===== src/rtl/rtc_reader_pkg.sv =====
// Shared constants, state encodings and helpers for the RTC frame reader.
// Register map, strobe decoding and BCD field validation.
package rtc_reader_pkg;

  localparam int T_PHASE_DEF = 10;
  localparam int FRAME_LEN   = 9;

  localparam logic [7:0] A_SEG   = 8'h21;
  localparam logic [7:0] A_MIN   = 8'h22;
  localparam logic [7:0] A_HORA  = 8'h23;
  localparam logic [7:0] A_DIA   = 8'h24;
  localparam logic [7:0] A_MES   = 8'h25;
  localparam logic [7:0] A_ANO   = 8'h26;
  localparam logic [7:0] A_SEGT  = 8'h41;
  localparam logic [7:0] A_MINT  = 8'h42;
  localparam logic [7:0] A_HORAT = 8'h43;

  typedef enum logic [2:0] {
    S_IDLE,
    S_ADDR,
    S_GAP1,
    S_DATA,
    S_GAP2,
    S_COMMIT
  } st_e;

  typedef enum logic [1:0] {
    F_IDLE,
    F_RUN,
    F_COMMIT
  } frm_e;

  typedef struct packed {
    logic cs_n;
    logic rd_n;
    logic wr_n;
    logic ad_n;
    logic oe;
  } strb_t;

  function automatic logic [7:0] reg_addr(input logic [3:0] idx);
    logic [7:0] a;
    case (idx)
      4'd0:    a = A_SEG;
      4'd1:    a = A_MIN;
      4'd2:    a = A_HORA;
      4'd3:    a = A_DIA;
      4'd4:    a = A_MES;
      4'd5:    a = A_ANO;
      4'd6:    a = A_SEGT;
      4'd7:    a = A_MINT;
      4'd8:    a = A_HORAT;
      default: a = 8'h00;
    endcase
    return a;
  endfunction

  // Only ADDR and DATA pull any strobe low; every other state parks the bus.
  function automatic strb_t strb(input st_e s);
    strb_t r;
    r.cs_n = 1'b1;
    r.rd_n = 1'b1;
    r.wr_n = 1'b1;
    r.ad_n = 1'b1;
    r.oe   = 1'b0;
    case (s)
      S_ADDR: begin
        r.cs_n = 1'b0;
        r.wr_n = 1'b0;
        r.ad_n = 1'b0;
        r.oe   = 1'b1;
      end
      S_DATA: begin
        r.cs_n = 1'b0;
        r.rd_n = 1'b0;
      end
      default: ;
    endcase
    return r;
  endfunction

  function automatic logic bcd_ok(input logic [7:0] v);
    return (v[7:4] <= 4'd9) && (v[3:0] <= 4'd9);
  endfunction

endpackage


===== src/rtl/rtc_bus_cycle.sv =====
// One RTC bus transaction: address write then data read (ADDR..GAP2).
// Re-arms directly from the last GAP2 cycle so reads run back to back.
module rtc_bus_cycle
  import rtc_reader_pkg::*;
#(
  parameter int T_PHASE = T_PHASE_DEF
) (
  input  logic       CLK,
  input  logic       RST,
  input  logic       i_start,
  input  logic [7:0] i_addr,
  input  logic [7:0] i_ad_in,
  output logic [7:0] o_ad_out,
  output strb_t      o_strb,
  output logic [7:0] o_data,
  output logic       o_done
);

  localparam logic [7:0] RLD = 8'(T_PHASE - 1);

  st_e        r_st;
  logic [7:0] r_cnt;
  logic [7:0] r_data;
  logic [7:0] r_ad_out;
  strb_t      r_strb;
  logic       w_last;

  assign w_last   = (r_cnt == 8'd0);
  assign o_done   = (r_st == S_GAP2) && w_last;
  assign o_ad_out = r_ad_out;
  assign o_strb   = r_strb;
  assign o_data   = r_data;

  always_ff @(posedge CLK or negedge RST) begin
    if (!RST) begin
      r_st     <= S_IDLE;
      r_cnt    <= 8'd0;
      r_data   <= 8'h00;
      r_ad_out <= 8'h00;
      r_strb   <= strb(S_IDLE);
    end else if (r_st == S_IDLE || o_done) begin
      if (i_start) begin
        r_st     <= S_ADDR;
        r_cnt    <= RLD;
        r_ad_out <= i_addr;
        r_strb   <= strb(S_ADDR);
      end else if (o_done) begin
        r_st     <= S_IDLE;
        r_cnt    <= 8'd0;
        r_ad_out <= 8'h00;
        r_strb   <= strb(S_IDLE);
      end
    end else if (!w_last) begin
      r_cnt <= r_cnt - 8'd1;
    end else begin
      r_cnt    <= RLD;
      r_ad_out <= 8'h00;
      case (r_st)
        S_ADDR: begin
          r_st   <= S_GAP1;
          r_strb <= strb(S_GAP1);
        end
        S_GAP1: begin
          r_st   <= S_DATA;
          r_strb <= strb(S_DATA);
        end
        S_DATA: begin
          r_data <= i_ad_in;
          r_st   <= S_GAP2;
          r_strb <= strb(S_GAP2);
        end
        default: begin
          r_st   <= S_IDLE;
          r_cnt  <= 8'd0;
          r_strb <= strb(S_IDLE);
        end
      endcase
    end
  end

endmodule


===== src/rtl/rtc_reader.sv =====
// Reads the nine RTC time/timer registers per frame and commits the
// BCD-valid fields to the outputs atomically in a single COMMIT cycle.
module rtc_reader
  import rtc_reader_pkg::*;
#(
  parameter int T_PHASE = T_PHASE_DEF
) (
  input  logic       CLK,
  input  logic       RST,
  input  logic       START,
  input  logic [7:0] AD_IN,
  output logic [7:0] AD_OUT,
  output logic       AD_OE,
  output logic       CS_N,
  output logic       RD_N,
  output logic       WR_N,
  output logic       AD_N,
  output logic       BUSY,
  output logic       DONE,
  output logic       BCD_ERR,
  output logic [7:0] ANO,
  output logic [7:0] MES,
  output logic [7:0] DIA,
  output logic [7:0] HORA,
  output logic [7:0] MIN,
  output logic [7:0] SEG,
  output logic [7:0] HORAT,
  output logic [7:0] MINT,
  output logic [7:0] SEGT,
  output logic       ALARMA
);

  frm_e       r_st;
  logic [3:0] r_idx;
  logic [7:0] r_shd [FRAME_LEN];
  logic [7:0] r_out [FRAME_LEN];
  logic       r_busy;
  logic       r_done;
  logic       r_err;
  logic       r_alarma;

  logic       w_cyc_done;
  logic [7:0] w_data;
  logic       w_last_reg;
  logic       w_bus_start;
  logic [3:0] w_idx_nxt;
  logic [7:0] w_addr;
  strb_t      w_strb;
  logic [7:0] w_fld [FRAME_LEN];
  logic [7:0] w_new [FRAME_LEN];
  logic       w_bad;

  assign w_last_reg  = (r_idx == 4'(FRAME_LEN - 1));
  assign w_idx_nxt   = (r_st == F_IDLE) ? 4'd0 : r_idx + 4'd1;
  assign w_addr      = reg_addr(w_idx_nxt);
  assign w_bus_start = (r_st == F_IDLE && START) ||
                       (r_st == F_RUN && w_cyc_done && !w_last_reg);

  rtc_bus_cycle #(
    .T_PHASE (T_PHASE)
  ) u_bus (
    .CLK      (CLK),
    .RST      (RST),
    .i_start  (w_bus_start),
    .i_addr   (w_addr),
    .i_ad_in  (AD_IN),
    .o_ad_out (AD_OUT),
    .o_strb   (w_strb),
    .o_data   (w_data),
    .o_done   (w_cyc_done)
  );

  // Last field bypasses its shadow so the commit lands on the final GAP2 edge.
  always_comb begin
    for (int i = 0; i < FRAME_LEN; i++) begin
      w_fld[i] = r_shd[i];
    end
    w_fld[FRAME_LEN-1] = w_data;
    w_bad = 1'b0;
    for (int i = 0; i < FRAME_LEN; i++) begin
      w_new[i] = r_out[i];
      if (bcd_ok(w_fld[i])) begin
        w_new[i] = w_fld[i];
      end else begin
        w_bad = 1'b1;
      end
    end
  end

  always_ff @(posedge CLK or negedge RST) begin
    if (!RST) begin
      r_st     <= F_IDLE;
      r_idx    <= 4'd0;
      r_busy   <= 1'b0;
      r_done   <= 1'b0;
      r_err    <= 1'b0;
      r_alarma <= 1'b0;
      for (int i = 0; i < FRAME_LEN; i++) begin
        r_shd[i] <= 8'h00;
        r_out[i] <= 8'h00;
      end
    end else begin
      case (r_st)
        F_IDLE: begin
          if (START) begin
            r_st   <= F_RUN;
            r_idx  <= 4'd0;
            r_busy <= 1'b1;
          end
        end
        F_RUN: begin
          if (w_cyc_done) begin
            r_shd[r_idx] <= w_data;
            if (w_last_reg) begin
              r_st     <= F_COMMIT;
              r_done   <= 1'b1;
              r_err    <= w_bad;
              r_out    <= w_new;
              r_alarma <= (w_new[6] | w_new[7] | w_new[8]) == 8'h00;
            end else begin
              r_idx <= r_idx + 4'd1;
            end
          end
        end
        F_COMMIT: begin
          r_st   <= F_IDLE;
          r_idx  <= 4'd0;
          r_busy <= 1'b0;
          r_done <= 1'b0;
          r_err  <= 1'b0;
        end
        default: begin
          r_st   <= F_IDLE;
          r_busy <= 1'b0;
        end
      endcase
    end
  end

  assign CS_N    = w_strb.cs_n;
  assign RD_N    = w_strb.rd_n;
  assign WR_N    = w_strb.wr_n;
  assign AD_N    = w_strb.ad_n;
  assign AD_OE   = w_strb.oe;
  assign BUSY    = r_busy;
  assign DONE    = r_done;
  assign BCD_ERR = r_err;
  assign ALARMA  = r_alarma;
  assign SEG     = r_out[0];
  assign MIN     = r_out[1];
  assign HORA    = r_out[2];
  assign DIA     = r_out[3];
  assign MES     = r_out[4];
  assign ANO     = r_out[5];
  assign SEGT    = r_out[6];
  assign MINT    = r_out[7];
  assign HORAT   = r_out[8];

endmodule


===== config.mk =====
export PLATFORM = sky130hd
export DESIGN_NAME = rtc_reader
export DESIGN_NICKNAME = d
export VERILOG_FILES = /design/src/rtl/rtc_reader_pkg.sv /design/src/rtl/rtc_bus_cycle.sv /design/src/rtl/rtc_reader.sv
export SDC_FILE = /design/constraint.sdc
export NUM_CORES = 1
export LEC_CHECK = 0
export ABC_AREA = 1
export BUFFER_PORTS_ARGS = -buffer_cell sky130_fd_sc_hd__buf_2
export CAP_MARGIN = 5
export CORE_UTILIZATION = 42
export DETAILED_ROUTE_END_ITERATION = 12
export GPL_ROUTABILITY_DRIVEN = 0
export HOLD_SLACK_MARGIN = 0.1
export MAX_ROUTING_LAYER = met4
export SLEW_MARGIN = 20
export SYNTH_ARGS = -nofsm -noshare
export SYNTH_HDL_FRONTEND = slang
export SYNTH_SLANG_ARGS = --single-unit

===== constraint.sdc =====
create_clock -name CLK -period 4.3 [get_ports CLK]
set_input_delay 0.86 -clock CLK [delete_from_list [all_inputs] [get_ports CLK]]
set_output_delay 0.86 -clock CLK [all_outputs]
set_load 0.02 [all_outputs]

==> impl_metrics.yaml <==
outcome:
  outcome: "finished, final reports clean"
logic_synthesis:
  synth_fa_ha_area_frac: 0.0132
  synthMuxAreaShare: 0
  yosysSeqAreaShare: 0.575
  yosysUniqueCellTypes: 36
  synth_edf_count: 0
  synth_warnings: 0
  synthSimpleGateAreaFrac: 0.216
  synth-compound-area-share: 0.123
  synth_top_family_by_area: "simple AND/OR/NAND/NOR gates"
  syn-cell-area_um2: 7580
  syn_avg_cell_area_um2: 8.59
  synthFlopType: "dfrtp_1"
  yosys.area_share.xor_xnor: 0.00578
  ys_ff_latch: 174
  synthArstFlopShare: 1.00
  netlist_instances: 882
routing:
  wl_per_cell_um: 14.2
  viasPerCell: 4.90
  drc: 0
  vias: 5937
  final_antenna_net_count: 0
  drtPass1Iterations: 5
  wl_um: 17200
  drt_iter0_markers: 393
placement:
  port_buffers: 96
  post-dp-hpwl_um: 11700
power_and_ir_drop:
  p_total_uw: 3240
  ir_worst_vdd_v: 0.000259
  power_density_nw_per_um2: 368
  leakage_uw: 0.00447
critical_path:
  path_max_fanout: 59
  cp-end-kind: "register"
  arrival_ns: 3.03
  max_stage_delay_ns: 0.40
  cp.required_ns: 4.60
  r2r_setup_slack_ns: 1.57
  cp_slowest_cell: "dfrtp_1"
  critPathTopFamily: "simple AND/OR/NAND/NOR gates"
  critPathBufInv: 3
  crit_path_frequent_cell: "nand2_1"
  critPathKind: "register to register"
  crit_chain: "inv_1 -> ha_1 -> nand2_1 -> nor2_4 -> nand2_2 -> nor2_2 -> nand2_2 -> buf_4 -> inv_2 -> nand2_1 -> nand2_1 -> o21ai_0"
  cp-start-kind: "register"
layout:
  final_common_cell: "nand2_1"
  layout_common_cells: "nand2_1, dfrtp_1, o21ai_0"
  syn_to_final_growth_pct: 16.3
  drive_gt1_frac: 0.155
  insertedDiodeCount: 0
  final_nets: 993
timing:
  slew_violations: 0
  period_needed_ns: 2.73
  fmax_mhz: 367
  worst_pin_slew_ns: 0.802
  timing.hold.ws_ns: 0.475
  setup_viol: 0
  finalCritPeriodShare: 0.634
  fin_worst_skew_ns: 0.00968
  fin_setup_tns_ns: 0
  final_hold_viol_count: 0
  max_slew_margin: 0.465
  rsz0062_at_grt: "no"
clock_network:
  htree_num_levels: 4
  ctsResizeCount: 0
  numCtsBuffers: 17
  cts.sinks: 174
  root_buffer: "clkbuf_16"
  clockBufferDepth: 2
  cts_tree: "built"
  cts_hold_buf: 0
  post_cts_buffers: 0
  clk_pin_slew_ns: 0.07
  clkLatencyLatePin_ns: 0.43
grt:
  grt_pass1_vias: 5258
  antenna_found_initial: 0
  grt_max_degree: 87
  grtUsageTotal: 0.203
  grt_pass1_wl_um: 27900
  grt_overflow: 0
floorplan:
  dieHeight_um: 136
  fp.coreArea_um2: 17500
  io_pins: 100
  initial_core_util: 0.434
  dieArea_um2: 18600
  die_w_um: 136
  rows: 48
flow_run:
  maxCapViolCount: 0
worst_hold_path:
  hp-class: "register to register"
[synthesized netlist by cell type, types with 5 or more instances]
| cell type | count | share of area |
|---|---|---|
| inv_1 | 93 | 0.046 |
| nand3_1 | 34 | 0.022 |
| nand2_1 | 271 | 0.13 |
| clkbuf_1 | 9 | 0.0045 |
| o21ai_2 | 8 | 0.0092 |
| nor2_1 | 57 | 0.028 |
| nor3_1 | 13 | 0.0086 |
| o21ai_0 | 131 | 0.087 |
| a21oi_1 | 19 | 0.013 |
| nand3b_1 | 9 | 0.0089 |
| buf_4 | 5 | 0.0050 |
| o21ai_1 | 9 | 0.0059 |
| buf_2 | 10 | 0.0066 |
| dfrtp_1 | 171 | 0.56 |
| ha_1 | 8 | 0.013 |
[worst register-to-register path, stage by stage, from the launching register on]
cell and delay (ns):
dfrtp_1 0.40, inv_1 0.12, ha_1 0.16, nand2_1 0.10, nor2_4 0.17, nand2_2 0.08
nor2_2 0.34, nand2_2 0.07, buf_4 0.29, inv_2 0.33, nand2_1 0.31, nand2_1 0.13
o21ai_0 0.09
[metrics by stage]
stage          worst slack, ns  instances  utilization  cell area, um2
2_1_floorplan             2.46        884            -            7590
3_5_place_dp              1.57       1180        0.471            8240
3_3_place_gp              1.67       1180        0.471            8240
4_1_cts                   1.58       1212        0.504            8810
5_1_grt                   1.27       1212        0.504            8810
6_report                  1.57       1212        0.504            8810
[state kept, by name, summed over array words and instances (netlist names)]
name	flops
u_bus.o_ad_out	5
u_bus.o_data	8
u_bus.r_cnt	8
BUSY	1
MINT	8
MIN	8
r_st	2
SEGT	8
ANO	8
BCD_ERR	1
SEG	8
r_idx	4
HORA	8
u_bus.r_st	3
HORAT	8
DIA	8
ALARMA	1
DONE	1
r_shd	64
MES	8
u_bus.o_strb	4
[worst paths after layout]
check,from,endpoint,cells after the start
setup / recovery,u_bus.r_cnt[0],ANO[1],12
hold / removal,MES[0],MES[0],2
setup reg to reg,u_bus.r_cnt[0],ANO[1],12
hold reg to reg,MES[0],MES[0],2
max in group asynchronous,RST,MIN[0],2
min in group asynchronous,RST,u_bus.o_strb[0],1
[per-layer routing]
metal  part of all wire  wire length, um  global-route usage
met1               0.51             8760               0.289
met3              0.040              687              0.0362
met2               0.44             7570               0.289
met4              0.014              237              0.0722
met5                  0                0                   -
[power breakdown]
group | switching [uW] | internal, uW
sequential | 1.68 | 1640
clock | 702 | 818
combinational | 67.1 | 14.1
total | 771 | 2470
[final cells by class]
cell class / instances / area [um2]
fillers: 1672 / 8660
flip-flops and latches: 174 / 4360
multi-input cells: 588 / 2720
repair buffers: 99 / 522
clock buffers: 17 / 425
inverters: 94 / 353
well taps: 225 / 282
clock inverters: 15 / 153
[cells by family (layout without fill, tap and decap cells)]
kind of cell,after synthesis,after routing
compound gates,176,176
fa+ha+maj,8,8
flops,174,174
xor+xnor,5,5
simple gates,396,396
buf+inv,122,225
other cells,1,3
Note: power is estimated with default switching activity, not from simulation.
